`src/rtl/ldpc_encode_sequencer_pkg.sv`:
```
// Shared types, limits and helpers for the LDPC encode frame sequencer.
// Consumed by the sequencer, its bus interface and anything driving a frame.
package ldpc_encode_sequencer_pkg;

    localparam int unsigned COL_W = 5;
    localparam int unsigned ROW_W = 6;
    localparam int unsigned ZC_W  = 9;
    localparam int unsigned ILS_W = 3;

    localparam int unsigned BG1_MSG_COL_COUNT = 22;
    localparam int unsigned BG2_MSG_COL_COUNT = 10;
    localparam int unsigned BG1_ROW_COUNT     = 46;
    localparam int unsigned BG2_ROW_COUNT     = 42;
    localparam int unsigned EXT_ROW_START     = 4;

    typedef enum logic [1:0] {
        BG_NONE = 2'd0,
        BG1     = 2'd1,
        BG2     = 2'd2
    } BG_Type;

    // Sequencer states kept as plain encoded constants for compatibility with older blocks.
    typedef logic [2:0] enc_seq_state_t;
    localparam enc_seq_state_t ST_IDLE     = 3'd0;
    localparam enc_seq_state_t ST_CHECK    = 3'd1;
    localparam enc_seq_state_t ST_LAMBDA   = 3'd2;
    localparam enc_seq_state_t ST_GAP_WAIT = 3'd3;
    localparam enc_seq_state_t ST_EXT      = 3'd4;
    localparam enc_seq_state_t ST_DONE     = 3'd5;
    localparam enc_seq_state_t ST_ERR      = 3'd6;

    typedef struct packed {
        BG_Type            bg;
        logic [ZC_W-1:0]   zc;
        logic [ILS_W-1:0]  ils;
    } frame_cfg_t;

    // A frame is encodable only with a known base graph and 1 <= zc <= max_zc.
    function automatic logic cfg_is_legal(input frame_cfg_t cfg, input logic [ZC_W-1:0] max_zc);
        logic bg_ok;
        logic zc_ok;
        bg_ok = (cfg.bg == BG1) || (cfg.bg == BG2);
        zc_ok = (cfg.zc != '0) && (cfg.zc <= max_zc);
        return bg_ok && zc_ok;
    endfunction

endpackage

```
`src/rtl/ldpc_encode_sequencer_if.sv`:
```
// Frame-level host handshake plus core/extension parity control for the encode sequencer.
interface ldpc_encode_sequencer_if;
    import ldpc_encode_sequencer_pkg::*;

    logic              start;
    logic              abort;
    BG_Type            bg_in;
    logic [ZC_W-1:0]   zc_in;
    logic [ILS_W-1:0]  ils_in;
    logic              msg_col_valid;
    logic              gap_eval_done;
    logic              ext_ready;

    logic              busy;
    BG_Type            cfg_bg;
    logic [ZC_W-1:0]   cfg_zc;
    logic [ILS_W-1:0]  cfg_ils;
    logic [COL_W-1:0]  col_idx;
    logic              lambda_eval_en;
    logic [ROW_W-1:0]  ext_row_idx;
    logic              ext_row_valid;
    logic              enc_done;
    logic              enc_error;

    modport master (
        output start, abort, bg_in, zc_in, ils_in,
        output msg_col_valid, gap_eval_done, ext_ready,
        input  busy, cfg_bg, cfg_zc, cfg_ils, col_idx, lambda_eval_en,
        input  ext_row_idx, ext_row_valid, enc_done, enc_error
    );

    modport slave (
        input  start, abort, bg_in, zc_in, ils_in,
        input  msg_col_valid, gap_eval_done, ext_ready,
        output busy, cfg_bg, cfg_zc, cfg_ils, col_idx, lambda_eval_en,
        output ext_row_idx, ext_row_valid, enc_done, enc_error
    );

endinterface

```
`src/rtl/ldpc_encode_sequencer.sv`:
```
// Sequences one LDPC encode frame: config check, message-column lambda pass,
// gap wait with timeout, then extension-row issue to the extension-parity unit.
module ldpc_encode_sequencer
    import ldpc_encode_sequencer_pkg::*;
#(
    parameter int unsigned MAX_ZC      = 384,
    parameter int unsigned GAP_TIMEOUT = 8
) (
    input  logic                  clk,
    input  logic                  reset_n,
    ldpc_encode_sequencer_if.slave bus
);

    localparam int unsigned TO_W = $clog2(GAP_TIMEOUT + 1);

    enc_seq_state_t    state_q, state_d;
    frame_cfg_t        cfg_q, cfg_d;
    logic [COL_W-1:0]  col_q, col_d;
    logic [ROW_W-1:0]  row_q, row_d;
    logic [TO_W-1:0]   to_q, to_d;
    logic              busy_q, busy_d;
    logic              ext_row_valid_q, ext_row_valid_d;
    logic              enc_done_q, enc_done_d;
    logic              enc_error_q, enc_error_d;

    logic [COL_W-1:0]  last_col;
    logic [ROW_W-1:0]  last_row;
    logic              cfg_legal;

    // Per-frame limits from the latched base graph; unknown BG never leaves CHECK.
    always_comb begin
        last_col = COL_W'(BG2_MSG_COL_COUNT - 1);
        last_row = ROW_W'(BG2_ROW_COUNT - 1);
        if (cfg_q.bg == BG1) begin
            last_col = COL_W'(BG1_MSG_COL_COUNT - 1);
            last_row = ROW_W'(BG1_ROW_COUNT - 1);
        end
    end

    assign cfg_legal = cfg_is_legal(cfg_q, ZC_W'(MAX_ZC));

    // Next state, counters and registered-output decode.
    always_comb begin
        state_d = state_q;
        cfg_d   = cfg_q;
        col_d   = col_q;
        row_d   = row_q;
        to_d    = to_q;

        case (state_q)
            ST_IDLE: begin
                if (bus.start) begin
                    cfg_d   = '{bg: bus.bg_in, zc: bus.zc_in, ils: bus.ils_in};
                    state_d = ST_CHECK;
                end
            end
            ST_CHECK: begin
                if (cfg_legal) begin
                    state_d = ST_LAMBDA;
                    col_d   = '0;
                end else begin
                    state_d = ST_ERR;
                end
            end
            ST_LAMBDA: begin
                if (bus.msg_col_valid) begin
                    if (col_q == last_col) begin
                        state_d = ST_GAP_WAIT;
                        col_d   = '0;
                        to_d    = '0;
                    end else begin
                        col_d = col_q + COL_W'(1);
                    end
                end
            end
            ST_GAP_WAIT: begin
                // A done landing on the final allowed cycle still counts as success.
                if (bus.gap_eval_done) begin
                    state_d = ST_EXT;
                    row_d   = ROW_W'(EXT_ROW_START);
                    to_d    = '0;
                end else if (to_q == TO_W'(GAP_TIMEOUT - 1)) begin
                    state_d = ST_ERR;
                    to_d    = '0;
                end else begin
                    to_d = to_q + TO_W'(1);
                end
            end
            ST_EXT: begin
                if (bus.ext_ready) begin
                    if (row_q == last_row) begin
                        state_d = ST_DONE;
                        row_d   = '0;
                    end else begin
                        row_d = row_q + ROW_W'(1);
                    end
                end
            end
            ST_DONE: begin
                state_d = ST_IDLE;
            end
            ST_ERR: begin
                state_d = ST_IDLE;
                col_d   = '0;
                row_d   = '0;
                to_d    = '0;
            end
            default: begin
                state_d = ST_IDLE;
            end
        endcase

        // Abort overrides whatever transition was chosen and suppresses any pulse.
        if (bus.abort) begin
            state_d = ST_IDLE;
            col_d   = '0;
            row_d   = '0;
            to_d    = '0;
        end

        busy_d          = (state_d != ST_IDLE);
        ext_row_valid_d = (state_d == ST_EXT);
        enc_done_d      = (state_d == ST_DONE);
        enc_error_d     = (state_d == ST_ERR);
    end

    always_ff @(posedge clk or negedge reset_n) begin
        if (!reset_n) begin
            state_q         <= ST_IDLE;
            cfg_q           <= '0;
            col_q           <= '0;
            row_q           <= '0;
            to_q            <= '0;
            busy_q          <= 1'b0;
            ext_row_valid_q <= 1'b0;
            enc_done_q      <= 1'b0;
            enc_error_q     <= 1'b0;
        end else begin
            state_q         <= state_d;
            cfg_q           <= cfg_d;
            col_q           <= col_d;
            row_q           <= row_d;
            to_q            <= to_d;
            busy_q          <= busy_d;
            ext_row_valid_q <= ext_row_valid_d;
            enc_done_q      <= enc_done_d;
            enc_error_q     <= enc_error_d;
        end
    end

    // The evaluator enable follows msg_col_valid within the same cycle.
    assign bus.lambda_eval_en = (state_q == ST_LAMBDA) && bus.msg_col_valid;

    assign bus.busy          = busy_q;
    assign bus.cfg_bg        = cfg_q.bg;
    assign bus.cfg_zc        = cfg_q.zc;
    assign bus.cfg_ils       = cfg_q.ils;
    assign bus.col_idx       = col_q;
    assign bus.ext_row_idx   = row_q;
    assign bus.ext_row_valid = ext_row_valid_q;
    assign bus.enc_done      = enc_done_q;
    assign bus.enc_error     = enc_error_q;

endmodule
```
`src/flat_wrapper.sv`:
```
// flat-port wrapper written by rule: the top's interface ports become plain ports
module ldpc_encode_sequencer_flat import ldpc_encode_sequencer_pkg::*;
#(
    parameter int unsigned MAX_ZC      = 384,
    parameter int unsigned GAP_TIMEOUT = 8
)
  (clk, reset_n, bus_start, bus_abort, bus_bg_in, bus_zc_in, bus_ils_in, bus_msg_col_valid, bus_gap_eval_done, bus_ext_ready, bus_busy, bus_cfg_bg, bus_cfg_zc, bus_cfg_ils, bus_col_idx, bus_lambda_eval_en, bus_ext_row_idx, bus_ext_row_valid, bus_enc_done, bus_enc_error);
  ldpc_encode_sequencer_if bus_i ();
  input  logic clk;
  input  logic reset_n;
  input wire logic [$bits(bus_i.start)-1:0] bus_start;
  input wire logic [$bits(bus_i.abort)-1:0] bus_abort;
  input wire logic [$bits(bus_i.bg_in)-1:0] bus_bg_in;
  input wire logic [$bits(bus_i.zc_in)-1:0] bus_zc_in;
  input wire logic [$bits(bus_i.ils_in)-1:0] bus_ils_in;
  input wire logic [$bits(bus_i.msg_col_valid)-1:0] bus_msg_col_valid;
  input wire logic [$bits(bus_i.gap_eval_done)-1:0] bus_gap_eval_done;
  input wire logic [$bits(bus_i.ext_ready)-1:0] bus_ext_ready;
  output wire logic [$bits(bus_i.busy)-1:0] bus_busy;
  output wire logic [$bits(bus_i.cfg_bg)-1:0] bus_cfg_bg;
  output wire logic [$bits(bus_i.cfg_zc)-1:0] bus_cfg_zc;
  output wire logic [$bits(bus_i.cfg_ils)-1:0] bus_cfg_ils;
  output wire logic [$bits(bus_i.col_idx)-1:0] bus_col_idx;
  output wire logic [$bits(bus_i.lambda_eval_en)-1:0] bus_lambda_eval_en;
  output wire logic [$bits(bus_i.ext_row_idx)-1:0] bus_ext_row_idx;
  output wire logic [$bits(bus_i.ext_row_valid)-1:0] bus_ext_row_valid;
  output wire logic [$bits(bus_i.enc_done)-1:0] bus_enc_done;
  output wire logic [$bits(bus_i.enc_error)-1:0] bus_enc_error;
  assign bus_i.start = bus_start;
  assign bus_i.abort = bus_abort;
  assign bus_i.bg_in = bus_bg_in;
  assign bus_i.zc_in = bus_zc_in;
  assign bus_i.ils_in = bus_ils_in;
  assign bus_i.msg_col_valid = bus_msg_col_valid;
  assign bus_i.gap_eval_done = bus_gap_eval_done;
  assign bus_i.ext_ready = bus_ext_ready;
  assign bus_busy = bus_i.busy;
  assign bus_cfg_bg = bus_i.cfg_bg;
  assign bus_cfg_zc = bus_i.cfg_zc;
  assign bus_cfg_ils = bus_i.cfg_ils;
  assign bus_col_idx = bus_i.col_idx;
  assign bus_lambda_eval_en = bus_i.lambda_eval_en;
  assign bus_ext_row_idx = bus_i.ext_row_idx;
  assign bus_ext_row_valid = bus_i.ext_row_valid;
  assign bus_enc_done = bus_i.enc_done;
  assign bus_enc_error = bus_i.enc_error;
  ldpc_encode_sequencer #(.MAX_ZC(MAX_ZC), .GAP_TIMEOUT(GAP_TIMEOUT)) u_core (.clk(clk), .reset_n(reset_n), .bus(bus_i));
endmodule
```
`config.mk`:
```
export PLATFORM = sky130hd
export DESIGN_NAME = ldpc_encode_sequencer_flat
export DESIGN_NICKNAME = d
export VERILOG_FILES = /design/src/rtl/ldpc_encode_sequencer_pkg.sv /design/src/rtl/ldpc_encode_sequencer_if.sv /design/src/rtl/ldpc_encode_sequencer.sv /design/src/flat_wrapper.sv
export SDC_FILE = /design/constraint.sdc
export NUM_CORES = 1
export LEC_CHECK = 0
export CAP_MARGIN = 15
export CORE_MARGIN = 2
export CORE_UTILIZATION = 35
export DETAILED_ROUTE_END_ITERATION = 10
export SKIP_CTS_REPAIR_TIMING = 1
export SYNTH_ARGS = -nofsm -noshare
export SYNTH_HDL_FRONTEND = slang
export SYNTH_SLANG_ARGS = --single-unit
```
`constraint.sdc`:
```
create_clock -name clk -period 5.9 [get_ports clk]
set_input_delay 1.18 -clock clk [delete_from_list [all_inputs] [get_ports clk]]
set_output_delay 1.18 -clock clk [all_outputs]
set_load 0.05 [all_outputs]
```
# Yosys cells after proc, flatten, opt, wreduce, memory -nomap -nowiden
# Cells that the tools add are included.
# W data, S select, Z words.
dict set report word_totals {
  ff_bits 36
  latch_bits 0
  mem_bits_rw 0
  romBits 0
  in_bits 21
  output_inout_bits 30
  wordCells 75
  mem_count 0
}
dict set report classes {
  n_addsub 3
  multipliers 0
  div 0
  magnitude_cmp 1
  n_eq_ne 18
  shift 0
  n_mux 28
  n_bitwise 0
  n_reduce_logical 14
}
# cell count
set op_table {}
lappend op_table {{$mux W3} 10}
lappend op_table {{$mux W5} 5}
lappend op_table {{$mux W6} 4}
lappend op_table {{$mux W4} 5}
lappend op_table {{$pmux W6 S3} 1}
lappend op_table {{$eq A3 B3 Y1 const B} 5}
lappend op_table {{$pmux W3 S5} 1}
lappend op_table {{$pmux W5 S3} 1}
lappend op_table {{$pmux W4 S3} 1}
lappend op_table {{$reduce_bool A4 Y1} 3}
lappend op_table {{$le A9 B9 Y1 const B} 1}
lappend op_table {{$ne A3 B3 Y1 const B} 3}
lappend op_table {{$reduce_and A3 Y1} 3}
lappend op_table {{$reduce_bool A9 Y1} 1}
lappend op_table {{$add A6 B1 Y6 const B} 1}
lappend op_table {{$eq A3 B2 Y1 const B} 2}
lappend op_table {{$eq A6 B6 Y1} 1}
lappend op_table {{$ne A3 B2 Y1 const B} 2}
lappend op_table {{$add A5 B1 Y5 const B} 1}
lappend op_table {{$eq A5 B5 Y1} 1}
lappend op_table {{$add A4 B1 Y4 const B} 1}
lappend op_table {{$eq A4 B3 Y1 const B} 1}
lappend op_table {{$eq A3 B1 Y1 const B} 1}
lappend op_table {{$logic_and A1 B1 Y1} 3}
lappend op_table {{other kinds (6)} 6}

# Longest topological paths before layout
# Gate-level depths: netlist of the first run.
dict set report logic_depth {
  word_depth 8
  ltp_mapped 7
  mapped_depth_nobuf 7
}

# Least setup slack after synthesis of the first run
# No wires, ideal clock.
dict set report synth_path {
  path_type {in2out}
  start {in bus_msg_col_valid}
  end {out bus_lambda_eval_en}
  arrival_ns 2.429
  t_required_ns 4.720
  path_slack_ns 2.291
  stages 1
  path_buffers 0
  path_cell_list {nor3b_1}
}
dict set report synth_between {
  elab_chain_len 1
}
# element line
set synth_lines {}
lappend synth_lines {{start, declared} flat_wrapper.sv:16} ;# input wire logic [$bits(bus_i.msg_col_valid)-1:0] bus_msg_col_valid;
lappend synth_lines {{$logic_and A1 B1 Y1} ldpc_encode_sequencer.sv:152} ;# assign bus.lambda_eval_en = (state_q == ST_LAMBDA) && bus.msg_col_valid;
lappend synth_lines {{end, declared} flat_wrapper.sv:24} ;# output wire logic [$bits(bus_i.lambda_eval_en)-1:0] bus_lambda_eval_en;
# No other way between the ends.

# Final worst setup path of the first run
# Same ends and word-level chain as after synthesis.

==> results.json, run 1 <==
{
  "status": "complete, no violations",
  "ir_worst_vdd_mv": 0.301,
  "tightest_slew_ns": 0.831,
  "tns_ns": 0,
  "wl_per_cell_um": 14.0,
  "final_core_util": 0.492,
  "first_pass_iters": 4,
  "antenna_left": 0,
  "dp_hpwl_um": 3040,
  "hold_viol": 0,
  "grt_pass1_vias": 1553,
  "dieArea_sq_um": 6100,
  "synth_seq_cells": 36,
  "routed_wl_um": 4220,
  "initial_core_util": 0.369,
  "r2r_start": "u_core.state_q[1]$_DFF_PN0_",
  "fin_nets": 257,
  "die_h_um": 78.1,
  "max_cap_viol_count": 0,
  "synth_top_family_by_area": "simple AND/OR/NAND/NOR gates",
  "final-setup-viol-count": 0,
  "critPathMaxFanout": 3,
  "path_class": "in2out",
  "grt_pass1_wl_um": 7370,
  "syn-cell-area_sq_um": 1920,
  "finalCritPeriodShare": 0.684,
  "cts_tree": "yes",
  "syn_to_final_growth_pct": 33.3,
  "via_per_inst": 5.15,
  "clkSinkCount": 36,
  "numCtsBuffers": 5,
  "synthMuxAreaShare": 0.0762,
  "synth-main-ff-cell": "dfrtp_1",
  "core_area_sq_um": 5200,
  "grtUsageTotal": 0.152,
  "rsz0062_at_grt": "false",
  "vias": 1551,
  "leakagePower_uw": 0.00104,
  "grt_antenna_before_repair": 0,
  "num_io_pins": 51,
  "synthArstFlopShare": 1.00,
  "finClkSkew_ns": 0.00739,
  "synth_edf_count": 0,
  "drive_above_1_share": 0.134,
  "fin_crit_ns": 4.04,
  "grt_max_degree": 37,
  "diodes": 0,
  "ys_warn_count": 0,
  "crit_arrival_ns": 2.86,
  "die_width_um": 78.1,
  "ys_types": 50,
  "syn_inst": 179,
  "rows": 26,
  "synth-compound-area-share": 0.159,
  "place_congestion": 0.754,
  "hold_class": "reg2reg",
  "port_buffers": 50,
  "endpoint_kind": "primary output",
  "powerDensity_nw_per_um2": 407,
  "start_kind": "input pin",
  "grt-ovfl-total": 0,
  "cts.path.max_buffers": 2,
  "synth_xor_area_frac": 0.00456,
  "final-max-slew-violation-count": 0,
  "instances_no_fill": 301,
  "fillCellCount": 491,
  "yosys.area_share.simple": 0.219,
  "relSlewSlack": 0.445,
  "yosysSeqAreaShare": 0.469,
  "crit_start": "bus_msg_col_valid",
  "dp.cells": 293,
  "fmax_ghz": 0.248,
  "syn_avg_cell_area_sq_um": 10.7,
  "first_iter_violations": 39,
  "route.detailed.drc": 0,
  "synthAdderAreaFrac": 0.0391,
  "mappedNetlistNets": 206,
  "hold_slack_ns": 0.508,
  "required_ns": 4.72,
  "clkSlewWorstSetupHoldPaths_ns": 0.07,
  "hp-start": "u_core.bus.cfg_ils[1]$_DFFE_PN0P_",
  "htreeDepth": 2,
  "root_buffer": "clkbuf_8",
  "clock_latency_ns": 0.29
}
## cell families after synthesis
kind of cell,count (synthesis)
compound gates,38
xor+xnor,1
fa+ha+maj,6
buf+inv,12
flops,36
mux,13
simple gates,73
## final timing paths
path                                                    endpoint  slack [ns]  depth (start not counted)
max                                           bus_lambda_eval_en        1.86                          3
min                            u_core.bus.cfg_ils[1]$_DFFE_PN0P_        0.51                          1
max reg2reg                            u_core.bus.busy$_DFF_PN0_        3.65                          4
min reg2reg                    u_core.bus.cfg_ils[1]$_DFFE_PN0P_        0.51                          1
max in group asynchronous      u_core.bus.col_idx[3]$_DFFE_PN0P_        4.40                          1
min in group asynchronous  u_core.bus.ext_row_idx[0]$_DFFE_PN0P_        0.98                          1
## where the power goes
part | leakage, uW | switching, uW | total, uW | internal (uW)
Clock | 0.0000434 | 91.3 | 186 | 94.5
Combinational | 0.000528 | 310 | 494 | 184
Sequential | 0.000465 | 58.3 | 362 | 303
## sequential cells by signal, summed over array words and instances (netlist names)
name and flops:
u_core.bus.cfg_zc 9, u_core.to_q 4, u_core.bus.ext_row_idx 6, u_core.bus.enc_done 1, u_core.bus.busy 1, u_core.bus.cfg_ils 3
u_core.bus.col_idx 5, u_core.state_q 3, u_core.bus.enc_error 1, u_core.bus.cfg_bg 2, u_core.bus.ext_row_valid 1
## layer usage
layer,vias to the layer above,track usage,wire length [um]
met5,-,0,0
li1,764,-,-
met3,4,0.0529,254
met2,40,0.243,2000
met1,743,0.195,1930
met4,0,0.0421,32
## cell usage after synthesis (all sizes together), types with 4 or more instances
master | instances | area share
dfrtp | 36 | 0.47
nand2 | 15 | 0.029
mux2 | 13 | 0.076
nand3 | 13 | 0.034
nor2 | 12 | 0.023
o21ai | 10 | 0.026
ha | 6 | 0.039
inv | 6 | 0.012
buf | 5 | 0.020
nor3 | 5 | 0.013
nand2b | 4 | 0.017
nor3b | 4 | 0.021
o31ai | 4 | 0.016
## critical path, stage by stage
cell and delay, ns:
clkdlybuf4s50_1 0.49, nor3b_1 0.31, clkdlybuf4s50_1 0.87
## stage by stage
stage	worst slack [ns]	cell area (sq um)	total power, uW
2_1_floorplan	2.29	1920	703
3_3_place_gp	1.87	2460	860
3_5_place_dp	1.86	2460	863
4_1_cts	1.85	2560	1050
5_1_grt	1.76	2560	1100
6_report	1.86	2560	1040
## cells in the final DEF (no fill, tap or decap), drive strengths merged, types with 3 or more instances in the layout
cell type / Yosys / final
nand3: 13 / 13
ha: 6 / 6
mux2: 13 / 13
nor2b: 3 / 3
nor2: 12 / 12
nand2: 15 / 15
clkdlybuf4s50: 0 / 49
o31ai: 4 / 4
nor3b: 4 / 4
clkbuf: 1 / 6
a21oi: 3 / 3
inv: 6 / 6
or4: 3 / 3
nor4: 3 / 3
nand2b: 4 / 4
nand4b: 3 / 3
nor3: 5 / 5
dfrtp: 36 / 36
o21ai: 10 / 10
## cell type report
| class | count | area [sq um] | area share |
|---|---|---|---|
| multi-input cells | 131 | 956 | 0.373 |
| flip-flops and latches | 36 | 901 | 0.352 |
| repair buffers | 50 | 495 | 0.194 |
| well taps | 70 | 87.6 | 0.0342 |
| clock buffers | 6 | 82.6 | 0.0323 |
| inverters | 6 | 22.5 | 0.00880 |
| clock inverters | 2 | 15.0 | 0.00587 |
No activity file was read; power rests on OpenSTA's default activity.
==> run 2, diff against run 1 <==
Clock period 5.9 ns to 4.05 ns, I/O delays scaled along.
==> run 2 against run 1 <==
Compared with the run above: global-route usage grew 0.37 points; hold slack gained 0.0055 ns; via count grew 1.7%; clock power grew 48%; sequential cell count is the same; die area is the same; worst setup slack lost 1.1 ns; largest cell class unchanged; largest power group unchanged; highest routed layer unchanged.
==> results.json, run 2 (synthesized netlist as in run 1, its figures left out) <==
{
  "drt-met1-wl_um": 1960,
  "crit_start": "bus_msg_col_valid",
  "wl_met2_um": 1950,
  "leakagePower_uw": 0.00104,
  "route.detailed.drc": 0,
  "diodes": 0,
  "syn_to_final_growth_pct": 33.3,
  "first_pass_iters": 4,
  "r2r_start": "u_core.state_q[1]$_DFF_PN0_",
  "max_cap_viol_count": 0,
  "instances_no_fill": 301,
  "critPathMaxFanout": 3,
  "dp_hpwl_um": 3080,
  "dr_wl_met3_um": 300,
  "dpl-instance-area_sq_um": 2460,
  "path_class": "in2out",
  "r2r_cells": 4,
  "routed.top_layer": "met4",
  "hold_viol": 0,
  "design_area_sq_um": 2560,
  "tightest_slew_ns": 0.814,
  "powerDensity_nw_per_um2": 593,
  "finClkSkew_ns": 0.00516,
  "place_congestion": 0.754,
  "ir_worst_vdd_mv": 0.421,
  "vias": 1577,
  "tns_ns": 0,
  "cts.path.max_buffers": 2,
  "clkSinkCount": 36,
  "relSlewSlack": 0.458,
  "start_kind": "input pin",
  "drive_above_1_share": 0.134,
  "antenna_left": 0,
  "dieArea_sq_um": 6100,
  "required_ns": 3.24,
  "clkSlewWorstSetupHoldPaths_ns": 0.08,
  "port_buffers": 50,
  "fin_crit_ns": 3.29,
  "rsz0062_at_grt": "false",
  "whs_path_depth": 1,
  "finalCritPeriodShare": 0.813,
  "root_buffer": "clkbuf_8",
  "wl_per_cell_um": 14.1,
  "die_h_um": 78.1,
  "fin_nets": 257,
  "largest_reg_flops": 9,
  "fmax_ghz": 0.304,
  "first_iter_violations": 67,
  "numCtsBuffers": 5,
  "initial_core_util": 0.369,
  "routed_wl_um": 4250,
  "grt_max_degree": 37,
  "final_cell_mix": "clkdlybuf4s50_1 (49), dfrtp_1 (36), nand2_1 (15), nand3_1 (13), mux2_2 (13)",
  "hp-start": "u_core.bus.cfg_ils[2]$_DFFE_PN0P_",
  "status": "complete, no violations",
  "clock_latency_ns": 0.29,
  "htreeDepth": 2,
  "grt_pass1_vias": 1590,
  "grt_pass1_wl_um": 7510,
  "num_io_pins": 51,
  "grtUsageTotal": 0.155,
  "via_per_inst": 5.24,
  "cts_tree": "yes",
  "crit_arrival_ns": 2.48,
  "dp.cells": 293,
  "core_area_sq_um": 5200,
  "rows": 26,
  "endpoint_kind": "primary output",
  "grt_antenna_before_repair": 0,
  "die_width_um": 78.1,
  "final-max-slew-violation-count": 0,
  "grt-ovfl-total": 0,
  "layout_commonest_cell": "clkdlybuf4s50_1",
  "hold_class": "reg2reg",
  "final-setup-viol-count": 0
}
-- run 2: critical path: stages --
cell and delay, ns:
clkdlybuf4s50_1 0.49, nor3b_1 0.31, clkdlybuf4s50_1 0.87
-- run 2: routing by layer --
layer	global-route usage	up-vias
met4	0.0368	0
met2	0.251	46
met3	0.0506	5
li1	-	769
met1	0.203	757
met5	0	-
-- run 2: where the power goes --
| group | internal [uW] | switching [uW] | leakage (uW) | total, uW |
|---|---|---|---|---|
| Combinational | 268 | 449 | 0.000528 | 717 |
| Clock | 138 | 138 | 0.0000434 | 276 |
| Sequential | 442 | 84.8 | 0.000465 | 527 |
-- run 2: final timing paths --
kind | endpoint | slack (ns)
setup / recovery | bus_lambda_eval_en | 0.76
hold / removal | u_core.bus.cfg_ils[2]$_DFFE_PN0P_ | 0.51
setup reg to reg | u_core.bus.busy$_DFF_PN0_ | 1.82
hold reg to reg | u_core.bus.cfg_ils[2]$_DFFE_PN0P_ | 0.51
max in group asynchronous | u_core.bus.enc_error$_DFF_PN0_ | 2.93
min in group asynchronous | u_core.bus.ext_row_idx[0]$_DFFE_PN0P_ | 0.61
-- run 2: area by class of cell --
| class | instances | area [sq um] |
|---|---|---|
| inverter | 6 | 22.5 |
| clock inverter | 2 | 15.0 |
| timing repair buffer | 50 | 495 |
| fill | 512 | 2650 |
| multi-input combinational | 131 | 956 |
| clock buffer | 6 | 82.6 |
| sequential | 36 | 901 |
| tap | 70 | 87.6 |
-- run 2: through the flow --
stage | total power [uW] | hold slack [ns] | utilization | setup slack [ns]
floorplan | 1020 | 0.472 | - | 1.18
global placement | 1250 | 0.490 | 0.473 | 0.760
detailed placement | 1260 | 0.501 | 0.473 | 0.737
CTS | 1540 | 0.517 | 0.492 | 0.734
global route | 1610 | 0.541 | 0.492 | 0.668
finish | 1520 | 0.513 | 0.492 | 0.756
==> run 3, diff against run 2 <==
Clock period 4.05 ns to 2.93 ns, I/O delays scaled along.
==> run 3 against run 2 <==
Compared with the run above: critical path depth unchanged; via count up 0.25%; die area unchanged; sequential power up 39%; worst setup slack worse by 0.18 ns; power up 46%; clock-buffer cell count up 1; hold slack worse by 0.14 ns; design area up 2.1%; wire length down 1.1%; core utilization up 1.0 points; non-clock buffer count up 2; largest power group unchanged; highest routed layer unchanged.
==> results.json, run 3 (synthesized netlist as in run 1, its figures left out) <==
{
  "rsz0062_at_grt": "false",
  "hold_viol": 0,
  "diodes": 0,
  "first_iter_violations": 64,
  "crit_family": "buffers and inverters",
  "largest_reg_flops": 9,
  "relSlewSlack": 0.464,
  "path_class": "in2out",
  "clkSlewWorstSetupHoldPaths_ns": 0.07,
  "clock_latency_ns": 0.29,
  "powerDensity_nw_per_um2": 849,
  "tightest_slew_ns": 0.803,
  "wl_per_cell_um": 13.9,
  "tns_ns": 0,
  "start_kind": "input pin",
  "root_buffer": "clkbuf_8",
  "cts.path.max_buffers": 2,
  "htreeDepth": 2,
  "grt_pass1_vias": 1542,
  "ir_worst_vdd_mv": 0.567,
  "grt_max_degree": 37,
  "dp_hpwl_um": 3060,
  "endpoint_kind": "primary output",
  "final-max-slew-violation-count": 0,
  "worstPathCellList": "clkdlybuf4s50_1, nor3b_1, buf_12",
  "dpl-instance-area_sq_um": 2490,
  "seq_area_sq_um": 901,
  "final_core_util": 0.502,
  "via_per_inst": 5.22,
  "antenna_left": 0,
  "met1_usage": 0.177,
  "route.detailed.drc": 0,
  "crit_arrival_ns": 1.76,
  "max_cap_viol_count": 0,
  "core_area_sq_um": 5200,
  "grt-ovfl-total": 0,
  "grt_pass1_wl_um": 7020,
  "layout_commonest_cell": "clkdlybuf4s50_1",
  "clkSinkCount": 36,
  "met3_usage": 0.0483,
  "status": "complete, no violations",
  "grtUsageTotal": 0.145,
  "fin_nets": 259,
  "place_congestion": 0.783,
  "rows": 26,
  "grt_antenna_before_repair": 0,
  "critPathMaxFanout": 3,
  "fmax_ghz": 0.426,
  "grt-busiest-layer": "met2",
  "numCtsBuffers": 5,
  "die_h_um": 78.1,
  "drive_above_1_share": 0.146,
  "hold_class": "in2async",
  "path_buf_inv": 2,
  "num_io_pins": 51,
  "cpPeakStageDelay_ns": 0.50,
  "syn_to_final_growth_pct": 36.1,
  "design_area_sq_um": 2610,
  "routed_wl_um": 4200,
  "required_ns": 2.34,
  "dieArea_sq_um": 6100,
  "finalCritPeriodShare": 0.802,
  "vias": 1581,
  "fin_crit_ns": 2.35,
  "cpMaxStageDelayCell": "clkdlybuf4s50_1",
  "leakagePower_uw": 0.00107,
  "final-setup-viol-count": 0,
  "die_width_um": 78.1,
  "final_cell_mix": "clkdlybuf4s50_1 (48), dfrtp_1 (36), nand2_1 (15), nand3_1 (13), mux2_2 (13)",
  "cts_tree": "yes",
  "grtUsageMet2": 0.244,
  "multi_input_comb_area_sq_um": 956,
  "first_pass_iters": 4,
  "finClkSkew_ns": 0.00397,
  "fillCellCount": 497,
  "initial_core_util": 0.369,
  "port_buffers": 50
}
-- run 3: cell count changes in the layout (fill, tap and decap cells not counted), sizes merged --
cell and change:
bufinv +1, buf +3, clkbuf +1, clkdlybuf4s50 -1, clkinvlp -2
-- run 3: cell type report --
class / instances / share of cell area
inverters: 6 / 0.00862
multi-input cells: 131 / 0.366
well taps: 70 / 0.0335
flip-flops and latches: 36 / 0.345
repair buffers: 52 / 0.199
clock buffers: 7 / 0.0369
clock inverters: 1 / 0.0115
-- run 3: final timing paths --
check,cells past startpoint,start,slack (ns),to
hold reg to reg,1,u_core.bus.cfg_ils[2]$_DFFE_PN0P_,0.51,u_core.bus.cfg_ils[2]$_DFFE_PN0P_
max in group asynchronous,1,reset_n,2.04,u_core.bus.enc_error$_DFF_PN0_
setup reg to reg,5,u_core.bus.cfg_bg[0]$_DFFE_PN0P_,0.80,u_core.to_q[3]$_DFFE_PN0P_
min in group clk,1,u_core.bus.cfg_ils[2]$_DFFE_PN0P_,0.51,u_core.bus.cfg_ils[2]$_DFFE_PN0P_
hold / removal,1,reset_n,0.38,u_core.bus.ext_row_idx[0]$_DFFE_PN0P_
setup / recovery,3,bus_msg_col_valid,0.58,bus_lambda_eval_en
-- run 3: layer usage --
metal  wire (um)  vias up
li1            -      771
met1        1860      761
met2        2010       44
met3         274        5
met4          55        0
met5           0        -
-- run 3: per-stage QoR --
| stage | worst slack (ns) | total power, uW | hold WS, ns | instances |
|---|---|---|---|---|
| floorplan | 0.347 | 1420 | 0.290 | 179 |
| global placement | 0.592 | 1740 | 0.489 | 295 |
| detailed placement | 0.561 | 1750 | 0.494 | 295 |
| CTS | 0.560 | 2240 | 0.416 | 303 |
| global route | 0.504 | 2340 | 0.452 | 303 |
| finish | 0.580 | 2220 | 0.378 | 303 |
-- run 3: worst register-to-register path, cell delays in order, from the launching register on --
cell and delay (ns):
dfrtp_1 0.40, ha_1 0.25, or4b_1 0.55, a21boi_2 0.28, a311oi_1 0.22, a211o_1 0.32
-- run 3: power by group --
| group | internal (uW) | switching, uW | total (uW) |
|---|---|---|---|
| clock network | 300 | 184 | 485 |
| registers | 611 | 118 | 730 |
| logic | 379 | 625 | 1000 |
